File: config.mk
export PLATFORM = sky130hd
export DESIGN_NAME = pe_result_collector
export DESIGN_NICKNAME = d
export VERILOG_FILES = /design/src/rtl/pe_result_collector.sv
export SDC_FILE = /design/constraint.sdc
export NUM_CORES = 1
export LEC_CHECK = 0
export BUFFER_PORTS_ARGS = -buffer_cell sky130_fd_sc_hd__buf_4
export CORE_UTILIZATION = 62
export CTS_BUF_LIST = sky130_fd_sc_hd__clkbuf_8
export DETAILED_ROUTE_END_ITERATION = 6
export PLACE_DENSITY = 0.83
export SLEW_MARGIN = 40
export SYNTH_ARGS = -nofsm -noshare
export SYNTH_HDL_FRONTEND = slang
export SYNTH_SLANG_ARGS = --single-unit
File: constraint.sdc
create_clock -name clk -period 5.05 [get_ports clk]
set_input_delay 1.01 -clock clk [delete_from_list [all_inputs] [get_ports clk]]
set_output_delay 1.01 -clock clk [all_outputs]
set_load 0.01 [all_outputs]
File: src/rtl/pe_result_collector.sv
// Drain stage for the last PE of a row: packs partial sums into wide
// words, buffers them and flags the final word of each tile.
module pe_result_collector #(
    parameter int DataWidth   = 32,
    parameter int PackFactor  = 2,
    parameter int BufferWidth = 2,
    parameter int BufferSize  = 4,
    parameter int CountWidth  = 16
) (
    input  logic                            clk,
    input  logic                            rst,
    input  logic                            Start,
    input  logic [CountWidth-1:0]           TileLen,
    input  logic                            DataInValid,
    output logic                            DataInRdy,
    input  logic [DataWidth-1:0]            DataIn,
    output logic                            DataOutValid,
    input  logic                            DataOutRdy,
    output logic [DataWidth*PackFactor-1:0] DataOut,
    output logic [PackFactor-1:0]           DataOutMask,
    output logic                            DataOutLast,
    output logic                            Busy,
    output logic                            Done
);

    localparam int LaneWidth = (PackFactor > 1) ? $clog2(PackFactor) : 1;
    localparam int WordWidth = DataWidth * PackFactor;

    typedef enum logic [1:0] {
        IDLE,
        COLLECT,
        DRAIN,
        DONE
    } stateT;

    stateT state;
    stateT stateNext;

    logic [CountWidth-1:0]  tileLen;
    logic [CountWidth-1:0]  count;
    logic [CountWidth-1:0]  countInc;
    logic [LaneWidth-1:0]   lane;
    logic [WordWidth-1:0]   packData;
    logic [PackFactor-1:0]  packMask;
    logic [WordWidth-1:0]   mergedData;
    logic [PackFactor-1:0]  mergedMask;
    logic                   doneReg;

    logic [WordWidth-1:0]   fifoData [BufferSize];
    logic [PackFactor-1:0]  fifoMask [BufferSize];
    logic                   fifoLast [BufferSize];
    logic [BufferWidth-1:0] wrPtr;
    logic [BufferWidth-1:0] rdPtr;
    logic [BufferWidth:0]   used;
    logic [BufferWidth:0]   usedNext;

    logic fifoFull;
    logic fifoEmpty;
    logic accept;
    logic pop;
    logic push;
    logic laneLast;
    logic lastResult;

    assign fifoFull   = (used == (BufferWidth+1)'(BufferSize));
    assign fifoEmpty  = (used == '0);
    assign DataInRdy  = (state == COLLECT) & ~fifoFull;
    assign accept     = DataInValid & DataInRdy;
    assign pop        = DataOutValid & DataOutRdy;
    assign countInc   = count + CountWidth'(1);
    assign lastResult = (countInc == tileLen);
    assign laneLast   = (lane == LaneWidth'(PackFactor - 1));
    assign push       = accept & (laneLast | lastResult);

    always_comb begin
        mergedData = packData;
        mergedMask = packMask;
        for (int k = 0; k < PackFactor; k++) begin
            if (lane == LaneWidth'(k)) begin
                mergedData[k*DataWidth +: DataWidth] = DataIn;
                mergedMask[k] = 1'b1;
            end
        end
    end

    always_comb begin
        usedNext = used;
        unique case ({push, pop})
            2'b10:   usedNext = used + (BufferWidth+1)'(1);
            2'b01:   usedNext = used - (BufferWidth+1)'(1);
            default: usedNext = used;
        endcase
    end

    always_comb begin
        stateNext = state;
        unique case (state)
            IDLE: begin
                if (Start) begin
                    stateNext = (TileLen == '0) ? DONE : COLLECT;
                end
            end
            COLLECT: begin
                if (accept && lastResult) begin
                    stateNext = DRAIN;
                end
            end
            DRAIN: begin
                if (usedNext == '0) begin
                    stateNext = DONE;
                end
            end
            DONE:    stateNext = IDLE;
            default: stateNext = IDLE;
        endcase
    end

    always_ff @(posedge clk) begin
        if (rst) begin
            state <= IDLE;
        end else begin
            state <= stateNext;
        end
    end

    always_ff @(posedge clk) begin
        if (rst) begin
            tileLen  <= '0;
            count    <= '0;
            lane     <= '0;
            packData <= '0;
            packMask <= '0;
            doneReg  <= 1'b0;
        end else begin
            doneReg <= (state == DONE);
            if (state == IDLE && Start && TileLen != '0) begin
                tileLen  <= TileLen;
                count    <= '0;
                lane     <= '0;
                packData <= '0;
                packMask <= '0;
            end
            if (accept) begin
                count <= countInc;
                if (push) begin
                    packData <= '0;
                    packMask <= '0;
                    lane     <= '0;
                end else begin
                    packData <= mergedData;
                    packMask <= mergedMask;
                    lane     <= lane + LaneWidth'(1);
                end
            end
        end
    end

    // Storage carries no reset; the head is gated by the occupancy instead.
    always_ff @(posedge clk) begin
        if (push) begin
            fifoData[wrPtr] <= mergedData;
            fifoMask[wrPtr] <= mergedMask;
            fifoLast[wrPtr] <= lastResult;
        end
    end

    always_ff @(posedge clk) begin
        if (rst) begin
            wrPtr <= '0;
            rdPtr <= '0;
            used  <= '0;
        end else begin
            if (push) begin
                wrPtr <= wrPtr + BufferWidth'(1);
            end
            if (pop) begin
                rdPtr <= rdPtr + BufferWidth'(1);
            end
            used <= usedNext;
        end
    end

    assign DataOutValid = ~fifoEmpty;
    assign DataOut      = fifoEmpty ? '0 : fifoData[rdPtr];
    assign DataOutMask  = fifoEmpty ? '0 : fifoMask[rdPtr];
    assign DataOutLast  = fifoEmpty ? 1'b0 : fifoLast[rdPtr];
    assign Busy         = (state != IDLE);
    assign Done         = doneReg;

endmodule

* Word-level counts from Yosys, hierarchy flattened
Memory sizes are Yosys's and may differ from the RTL's. A register that Yosys moved wholly into a read port is not among the register bits. Index checks and enable logic that the tools add are counted.
Cells by class: add/subtract/negate cells 6, multiply operators 0, divide/modulo/power cells 0, $lt $le $gt $ge 0, equal/unequal tests 10, shift operators 0, mux-type cells 32, bitwise operators 7, reductions and logical operators 11
Operators by type and width (count):
- 2-to-1 mux 64 bit | 4
- 2-to-1 mux 32 bit | 2
- 2-to-1 mux 16 bit | 2
- 2-to-1 mux 2 bit | 14
- adder 16 x 1 -> 16 bit (second input constant) | 1
- == test 16 bit | 1
- logical NOT 16 bit | 1
- nonzero test 16 bit | 1
- 2-to-1 mux 1 bit | 8
- one-hot mux 2 bit (4 select lines) | 1
- == test 2 bit (second input constant) | 3
- logical NOT 3 bit | 2
- one-hot mux 3 bit (2 select lines) | 1
- adder 2 x 1 -> 2 bit (second input constant) | 2
- bitwise AND 1 bit | 4
- == test 2 x 1 -> 1 bit (second input constant) | 2
- != test 2 bit (second input constant) | 2
- nonzero test 2 bit | 2
- adder 3 x 1 -> 3 bit (second input constant) | 1
- == test 3 bit (second input constant) | 1
- logical AND 1 bit | 3
- AND reduction 3 bit | 1
- subtractor 3 x 1 -> 3 bit (second input constant) | 1
- logical NOT 2 bit | 1
- other kinds (4) | 5
Word-level totals: register bits 109, latch bits 0, bits in writable memories 268, memory bits (read-only) 0, bits of input ports 53, output and inout bits 71, word-level logic and storage cells 79, memories 3
Memory list:
- fifoData | depth 4, width 64, rd ports 1, clocked after memory_dff 1, wr ports 1, line 49 | logic [WordWidth-1:0] fifoData [BufferSize];
- fifoMask | depth 4, width 2, rd ports 1, clocked after memory_dff 1, wr ports 1, line 50 | logic [PackFactor-1:0] fifoMask [BufferSize];
- fifoLast | depth 4, width 1, rd ports 1, clocked after memory_dff 1, wr ports 1, line 51 | logic fifoLast [BufferSize];

* Logic depth before layout (Yosys ltp)
Gate-level depths: netlist (run 1).
word-level depth 10, gate-level depth with buffers 20, mapped depth without buffers 18

* Worst setup path after synthesis (run 1)
No wires, ideal clock.
path kind register -> register, start reg count[0], end mem fifoData[0][0] in the netlist's numbering, enable pin, library setup time 0.432 ns, arrival 3.657 ns, required time 4.618 ns, setup slack 0.960 ns, stages on the path, launching flop included 8, path buffers 0, period minus slack after synthesis 4.090 ns, cell sequence dfxtp_1 > ha_1 > nand3_2 > xnor2_1 > or3_1 > a2111oi_2 > a31o_4 > and3_1
On the way: longest elaborated chain between the ends 6
Ends and longest elaborated chain:
- start, declared | line 40 | logic [CountWidth-1:0] count;
- start signal, assigned | line 144 | count <= countInc;
- adder 16 x 1 -> 16 bit | line 70 | assign countInc = count + CountWidth'(1);
- == test 16 bit | line 71 | assign lastResult = (countInc == tileLen);
- OR 1 bit | line 73 | assign push = accept & (laneLast | lastResult);
- bitwise AND 1 bit | line 73
- 2-to-1 mux 1 bit | line 160 | if (push) begin
- 2-to-1 mux 1 bit (not written as such) | line 161 | fifoData[wrPtr] <= mergedData;
- end, declared | line 49
Every way passes these cells.

* Worst setup path in the final report (run 1)
start reg count[0], end reg state[0]
On the way: longest elaborated chain between the ends 9, elaborated cells between the ends (all ways) 12, classes of those cells 1 x add/sub; 5 x eq/ne; 1 x mux; 2 x bitwise; 3 x reduce/logical
Ends and longest elaborated chain:
- adder 16 x 1 -> 16 bit * | line 70
- == test 16 bit * | line 71
- OR 1 bit | line 73
- bitwise AND 1 bit | line 73
- == test 2 x 1 -> 1 bit or == test 2 bit (tied branches) | line 88 | unique case ({push, pop})
- one-hot mux 3 bit (2 select lines) | line 88
- logical NOT 3 bit | line 109 | if (usedNext == '0) begin
- != test 2 bit (no source line)
- AND reduction 3 bit (no source line) *
- end signal, assigned | line 122 | state <= stateNext;
- end, declared | line 36 | stateT state;
Mark *: on every way between the ends. The rest lies on a longest branch, timed or not. A chain may end at the register's enable or synchronous reset.

==> run summary, run 1 <==
Run status -> complete, no violations
Post-synthesis async set-or-reset flop share -> 0
Crit end category -> flop
Overall routing resource usage -> 0.248
Portion of synthesized cell area occupied by the leading cell type -> 0.525
Number of buffers on the longest clock path -> 3
Number of maximum-capacitance constraint violations -> 0
Number of filler cells placed in the layout -> 1503
CP max stage cell -> sky130_fd_sc_hd__a2111oi_2
Pwr Density -> 394 nW/µm²
Top-count cell post-synth -> sky130_fd_sc_hd__edfxtp_1
Share of total power in the clock network -> 0.340
H-tree level count -> 2
Count of placed standard cells including taps -> 1388
Reported net switching power -> 1.82 mW
Fmax achieved -> 236 MHz
HPWL reported at the end of detailed placement -> 18200 µm
Net switching fraction of the power -> 0.260
Total inserted antenna cells -> 0
Data arrival time of the critical path -> 4.73 ns
Site Rows -> 57
FF+latch count, synth -> 379
Sequential Power Share -> 0.507
Count of routing violations after the opening detailed-route iteration -> 679
Worst slew margin relative to its limit -> 0.441
Clock latency at the later pin of the worst-skew pair -> 0.60 ns
Number of enable-type register cells in the synthesized netlist -> 268
Final setup skew -> 0.0269 ns
Layout overhead on the synthesized area -> 16.1%
Total negative slack for setup checks -> 0 ns
Net count, final -> 1188
Routed WL -> 30800 µm
Delay of the slowest cell on the worst path -> 0.50 ns
Biggest area consumer among synthesized cells -> sky130_fd_sc_hd__edfxtp_1
Routability Congestion -> 0.898
Number of port buffers -> 123
Synthesized Nets -> 1046
Crit path launch type -> flop
Number of detailed-route iterations in the first pass -> 4
Width of the die -> 159 µm
Number of clock sinks -> 379
Final min period -> 4.24 ns
Count of final setup violators -> 0
Largest fanout of any net on the critical path -> 9
Count of hold-fix buffers inserted at cts -> 0
Final Hold Slack -> 0.449 ns
Transition time of the tightest slew-check pin -> 0.831 ns
Post-synthesis area per instance -> 15.6 µm²
Sum of overflow across all layers after global routing -> 0
Via count -> 8834
Antenna viol nets, final -> 0
Die Area -> 25400 µm²
Final cell count without fillers -> 1495
Number of max-slew violations in the final report -> 0
Vertical die dimension -> 159 µm
Summed instance area of the synthesized netlist -> 15300 µm²
Internal Pwr Total -> 5.19 mW
List of cells traversed by the critical path -> ha_1, nand3_2, xnor2_1, or3_1, a2111oi_2, a31o_4, and2_1, inv_1, ha_1, inv_1, fa_1, xor2_1, nor2_1, xor2_1, o21ai_0, nand2_1, a21o_1, a211oi_1
Flip-flop cell with the highest count after synthesis -> sky130_fd_sc_hd__edfxtp_1
Top Ports -> 124
Biggest area contributors in the synthesized netlist -> sky130_fd_sc_hd__edfxtp_1, sky130_fd_sc_hd__dfxtp_1, sky130_fd_sc_hd__mux4_2
Clock Pin Slew Worst Setup and Hold Paths -> 0.06 ns
Required time at the endpoint of the critical path -> 5.54 ns
Worst IR drop on VDD -> 227 µV
Post-cts repair resize count -> 0
Starting density of the core -> 0.630
Number of DRC violations after detailed routing -> 0
Fraction of power consumed by combinational cells -> 0.153
Post-Syn Instances -> 981
Maximum number of pins on one net before global-route repair -> 70
Ys Warns -> 0
WS Path Type -> reg2reg
Share of layout cells above drive strength 1 -> 0.318
Number of global-route vias before repair -> 8956
Routed len/inst -> 20.6 µm
Leakage power total -> 6.22 nW
Post-CTS setup-driven buffer insertion count -> 0
Core Area -> 24300 µm²
Total count of hold-check failures in the final report -> 0
Wire length of the first global-routing pass -> 48800 µm
Per-cell via count in the routed design -> 5.91
RSZ-0062 raised after global routing -> false
Proportion of synthesized chip area in sequential cells -> 0.670
Most frequent cells after synthesis -> sky130_fd_sc_hd__edfxtp_1, sky130_fd_sc_hd__dfxtp_1, sky130_fd_sc_hd__and2_1
Final cycle utilization of the critical path -> 0.840
Clock root buffer -> sky130_fd_sc_hd__clkbuf_8
Unique cell type count in the Yosys netlist -> 54
Hold/Removal Path Class -> reg2reg
Antenna violations before repair -> 0
TritonCTS clock tree -> built
CTS buffer count -> 57
layout make-up:
cell class	count	area (µm²)	area share
Sequential cell	379	10300	0.578
Multi-Input combinational cell	530	4800	0.270
Inverter	13	48.8	0.00274
Clock inverter	37	169	0.00949
Clock buffer	70	963	0.0541
Timing Repair Buffer	142	1130	0.0633
Tap cell	324	405	0.0228
cells by family (layout without fill, tap and decap cells):
logic type | count (synthesis) | in the layout | share of synthesized area
simple gates | 249 | 249 | 0.0906
mux | 132 | 132 | 0.146
flops | 379 | 379 | 0.670
fa+ha+maj | 12 | 12 | 0.0103
buf+inv | 72 | 262 | 0.0193
xor+xnor | 25 | 25 | 0.0143
compound gates | 112 | 112 | 0.0497
path summary, 6_finish.rpt:
| kind | startpoint | to | slack (ns) | cells after the start |
|---|---|---|---|---|
| setup / recovery | count[0] | state[0] | 0.81 | 18 |
| hold / removal | packMask[0] | packMask[0] | 0.45 | 1 |
| setup reg to reg | count[0] | state[0] | 0.81 | 18 |
| hold reg to reg | packMask[0] | packMask[0] | 0.45 | 1 |
cells in the final DEF, fill, tap and decap left out, types with 14 or more instances in the layout:
| cell type | n |
|---|---|
| sky130_fd_sc_hd__xnor2_1 | 14 |
| sky130_fd_sc_hd__clkbuf_8 | 70 |
| sky130_fd_sc_hd__edfxtp_1 | 268 |
| sky130_fd_sc_hd__dfxtp_1 | 108 |
| sky130_fd_sc_hd__nor2_1 | 27 |
| sky130_fd_sc_hd__o21ai_0 | 16 |
| sky130_fd_sc_hd__mux4_2 | 67 |
| sky130_fd_sc_hd__buf_4 | 135 |
| sky130_fd_sc_hd__nand2_1 | 47 |
| sky130_fd_sc_hd__a22o_1 | 28 |
| sky130_fd_sc_hd__a21oi_1 | 40 |
| sky130_fd_sc_hd__inv_1 | 34 |
| sky130_fd_sc_hd__and2_1 | 101 |
| sky130_fd_sc_hd__mux2_2 | 64 |
power by group through the flow:
stage               logic, mW  clock network, mW  registers, mW
floorplan               0.706                  0           3.59
global placement         1.04                  0           3.61
detailed placement       1.07                  0           3.62
CTS                      1.08               2.43           3.56
global route             1.16               2.56           3.57
finish                   1.07               2.39           3.56
through the flow:
stage               instance area (µm²)  worst slack, ns  utilization  power (mW)
global route                      17800            0.324        0.732        7.28
global placement                  16600            0.937        0.683        4.66
finish                            17800            0.809        0.732        7.02
detailed placement                16700            0.796        0.685        4.69
CTS                               17800            0.780        0.732        7.06
floorplan                         15300            0.960            -        4.30
flip-flops by register name, indices dropped and copies added, names as in the netlist, 3 cells and up, named ones only:
signal and cells:
packData 64, fifoData 256, tileLen 16, used 3, count 16, fifoMask 8
fifoLast 4
routing by layer:
layer,GRT usage,part of all wire
met5,0,0
met4,0.0817,0.023
met1,0.336,0.42
met3,0.0354,0.051
met2,0.419,0.51
worst max-delay path: cells and delay by family, from the launching register on:
| family | cells | cell delay [ns] |
|---|---|---|
| AND/OR/NAND/NOR | 5 | 1.01 |
| buffers and inverters | 2 | 0.16 |
| AO/OA/AOI/OAI | 5 | 1.36 |
| adder cells (fa/ha/maj) | 3 | 0.67 |
| flip-flops | 1 | 0.44 |
| XOR/XNOR | 3 | 0.50 |
No activity file was read; power rests on OpenSTA's default activity.
==> run 2, diff against run 1 <==
clock period = 4.22 ns   (was 5.05 ns; I/O delays follow)
==> run summary, run 2 (synthesis results as in run 1) <==
Run status -> complete, no violations
Count of placed standard cells including taps -> 1392 (+0.29%)
Top Ports -> 124 (unchanged)
CTS buffer count -> 54 (-5.3%)
Count of routing violations after the opening detailed-route iteration -> 652 (-4.0%)
Place WS -> 0.175 ns (-0.620 ns)
Required time at the endpoint of the critical path -> 4.71 ns (-0.83 ns)
Most common cell after layout, fill and taps aside -> sky130_fd_sc_hd__edfxtp_1
Total negative slack for setup checks -> 0 ns (unchanged)
Width of the die -> 159 µm (unchanged)
Site Rows -> 57 (unchanged)
Startpoint of the worst-slack reg-to-reg timing path -> count[1]
Core Area -> 24300 µm² (unchanged)
Routed WL -> 30800 µm (+0.11%)
List of cells traversed by the critical path -> ha_2, nand3_2, or3_1, a32oi_1, a211oi_2, a31o_4, and2_1, inv_1, ha_1, inv_1, fa_1, nand2_1, nor2_1, a21oi_1, o21ai_0, nand2_1, a21o_1, a211oi_1
Number of global-route vias before repair -> 9168 (+2.4%)
Fmax achieved -> 262 MHz (+11%)
Number of detailed-route iterations in the first pass -> 5 (+1)
Data arrival time of the critical path -> 4.31 ns (-0.42 ns)
Critical path origin -> count[1]
Maximum number of pins on one net before global-route repair -> 70 (unchanged)
Least setup slack across all paths after layout -> 0.401 ns (-0.408 ns)
Depth of the most critical reg-to-reg path -> 18 (unchanged)
Crit end category -> flop
Transition time of the tightest slew-check pin -> 0.713 ns (-0.117 ns)
Final cycle utilization of the critical path -> 0.905 (+0.0651)
RSZ-0062 raised after global routing -> false
Clock latency at the later pin of the worst-skew pair -> 0.58 ns (-0.02 ns)
Top Usage Layer GRT -> met2
Routability Congestion -> 0.868 (-3.4%)
Number of buffers on the longest clock path -> 3 (unchanged)
Final cell count without fillers -> 1494 (-0.067%)
Number of clock sinks -> 379 (unchanged)
Final setup skew -> 0.0200 ns (-0.00692 ns)
Met2 track demand over resource in global routing -> 0.432 (+0.0130)
TritonCTS clock tree -> built
Layout overhead on the synthesized area -> 16.5%
Total count of hold-check failures in the final report -> 0 (unchanged)
Clock Pin Slew Worst Setup and Hold Paths -> 0.06 ns (about the same)
Number of maximum-capacitance constraint violations -> 0 (unchanged)
Leading cell types in the layout, fill and taps excluded -> sky130_fd_sc_hd__edfxtp_1, sky130_fd_sc_hd__buf_4, sky130_fd_sc_hd__dfxtp_1, sky130_fd_sc_hd__and2_1, sky130_fd_sc_hd__mux4_2
Wire length of the first global-routing pass -> 49000 µm (+0.48%)
Worst slew margin relative to its limit -> 0.524 (+0.0831)
Die Area -> 25400 µm² (unchanged)
Number of max-slew violations in the final report -> 0 (unchanged)
Endpoint of the worst setup timing path -> state[0]
Net count, final -> 1193 (+0.42%)
Number of DRC violations after detailed routing -> 0 (unchanged)
Final Util -> 0.734 (+0.00252)
Largest registers -> fifoData (256), packData (64)
Clock root buffer -> sky130_fd_sc_hd__clkbuf_8
Largest fanout of any net on the critical path -> 9 (unchanged)
Pwr Density -> 469 nW/µm² (+19%)
CP bufs+invs -> 2 (unchanged)
H-tree level count -> 2 (unchanged)
Overall power after layout -> 8.37 mW (+19%)
HPWL reported at the end of detailed placement -> 18400 µm (+1.3%)
Largest register by flop count -> fifoData
Final std cell area, no fill -> 17900 µm² (+0.34%)
Via count -> 8744 (-1.0%)
Share of layout cells above drive strength 1 -> 0.323 (+0.00540)
Hold/Removal Path Class -> reg2reg
Starting density of the core -> 0.630 (unchanged)
Delay of the slowest cell on the worst path -> 0.50 ns (about the same)
Antenna viol nets, final -> 0 (unchanged)
Final min period -> 3.82 ns (-0.422 ns)
Worst R2R Setup Slack -> 0.40 ns (-0.41 ns)
Antenna violations before repair -> 0 (unchanged)
Number of port buffers -> 123 (unchanged)
Total number of cells along the worst setup path -> 18 (unchanged)
Overall routing resource usage -> 0.249 (+0.00110)
WS Path Type -> reg2reg
Post-DP Area -> 16700 µm² (+0.44%)
Routed len/inst -> 20.6 µm (+0.18%)
Global-route track usage on met3 -> 0.0466 (+0.0112)
Per-cell via count in the routed design -> 5.85 (-0.95%)
Final Hold Slack -> 0.451 ns (+0.00249 ns)
Count of final setup violators -> 0 (unchanged)
Met1 GRT Util -> 0.323 (-0.0135)
CP max stage cell -> sky130_fd_sc_hd__fa_1
Kind of cell adding the most delay to the critical path -> compound AO/OA/AOI/OAI gates
Worst IR drop on VDD -> 293 µV (+29%)
Leakage power total -> 6.23 nW (+0.17%)
Crit Reg-Reg Endpoint -> state[0]
Crit path launch type -> flop
Flip-flop count of the largest register, all copies and words added -> 256 (unchanged)
Total inserted antenna cells -> 0 (unchanged)
Sum of overflow across all layers after global routing -> 0 (unchanged)
Vertical die dimension -> 159 µm (unchanged)
==> run 2: cell types whose count changed in the layout (fill, tap and decap cells not counted), sizes merged <==
cell,before,now
clkinv,13,12
buf,142,150
clkbuf,70,63
inv,36,33
bufinv,0,2
==> run 2: worst min-delay path by stage <==
stage | slack, ns | start | cells past startpoint | endpoint
after floorplan | 0.42 | packMask[0] | 1 | packMask[0]
after global placement | 0.43 | packMask[0] | 1 | packMask[0]
after detailed placement | 0.44 | packMask[0] | 1 | packMask[0]
after CTS | 0.45 | packMask[0] | 1 | packMask[0]
after global routing | 0.45 | DataIn[22] | 2 | packData[22]
final | 0.45 | packMask[0] | 1 | packMask[0]
==> run 2: per-layer routing <==
layer,routed length [µm],vias up,part of all wire
met3,1740,42,0.056
met1,12800,4406,0.41
li1,-,4025,-
met5,0,-,0
met2,15700,271,0.51
met4,554,0,0.018
==> run 2: what timing repair did <==
action	in CTS	in global routing
setup buffers	0	4
endpoints found under the setup margin	0	2
resized for setup	0	4
hold buffers	0	0
==> run 2: cell type report <==
class | count | area [µm²]
clock inverter | 35 | 205
fill | 1474 | 6460
timing repair buffer | 150 | 1230
inverter | 13 | 48.8
clock buffer | 63 | 867
sequential | 379 | 10300
tap | 324 | 405
multi-input combinational | 530 | 4820
==> run 2: power by group <==
part / total [mW] / switching (mW) / internal, mW
Combinational: 1.30 / 0.747 / 0.555
Sequential: 4.26 / 0.0835 / 4.17
Clock: 2.81 / 1.33 / 1.48
Total: 8.37 / 2.16 / 6.21
==> run 2: worst register-to-register path, stage by stage (launching register included) <==
cell	delay [ns]
sky130_fd_sc_hd__dfxtp_1	0.39
sky130_fd_sc_hd__ha_2	0.26
sky130_fd_sc_hd__nand3_2	0.20
sky130_fd_sc_hd__or3_1	0.40
sky130_fd_sc_hd__a32oi_1	0.27
sky130_fd_sc_hd__a211oi_2	0.10
sky130_fd_sc_hd__a31o_4	0.29
sky130_fd_sc_hd__and2_1	0.17
sky130_fd_sc_hd__inv_1	0.05
sky130_fd_sc_hd__ha_1	0.17
sky130_fd_sc_hd__inv_1	0.06
sky130_fd_sc_hd__fa_1	0.50
sky130_fd_sc_hd__nand2_1	0.07
sky130_fd_sc_hd__nor2_1	0.12
sky130_fd_sc_hd__a21oi_1	0.06
sky130_fd_sc_hd__o21ai_0	0.14
sky130_fd_sc_hd__nand2_1	0.08
sky130_fd_sc_hd__a21o_1	0.17
sky130_fd_sc_hd__a211oi_1	0.21
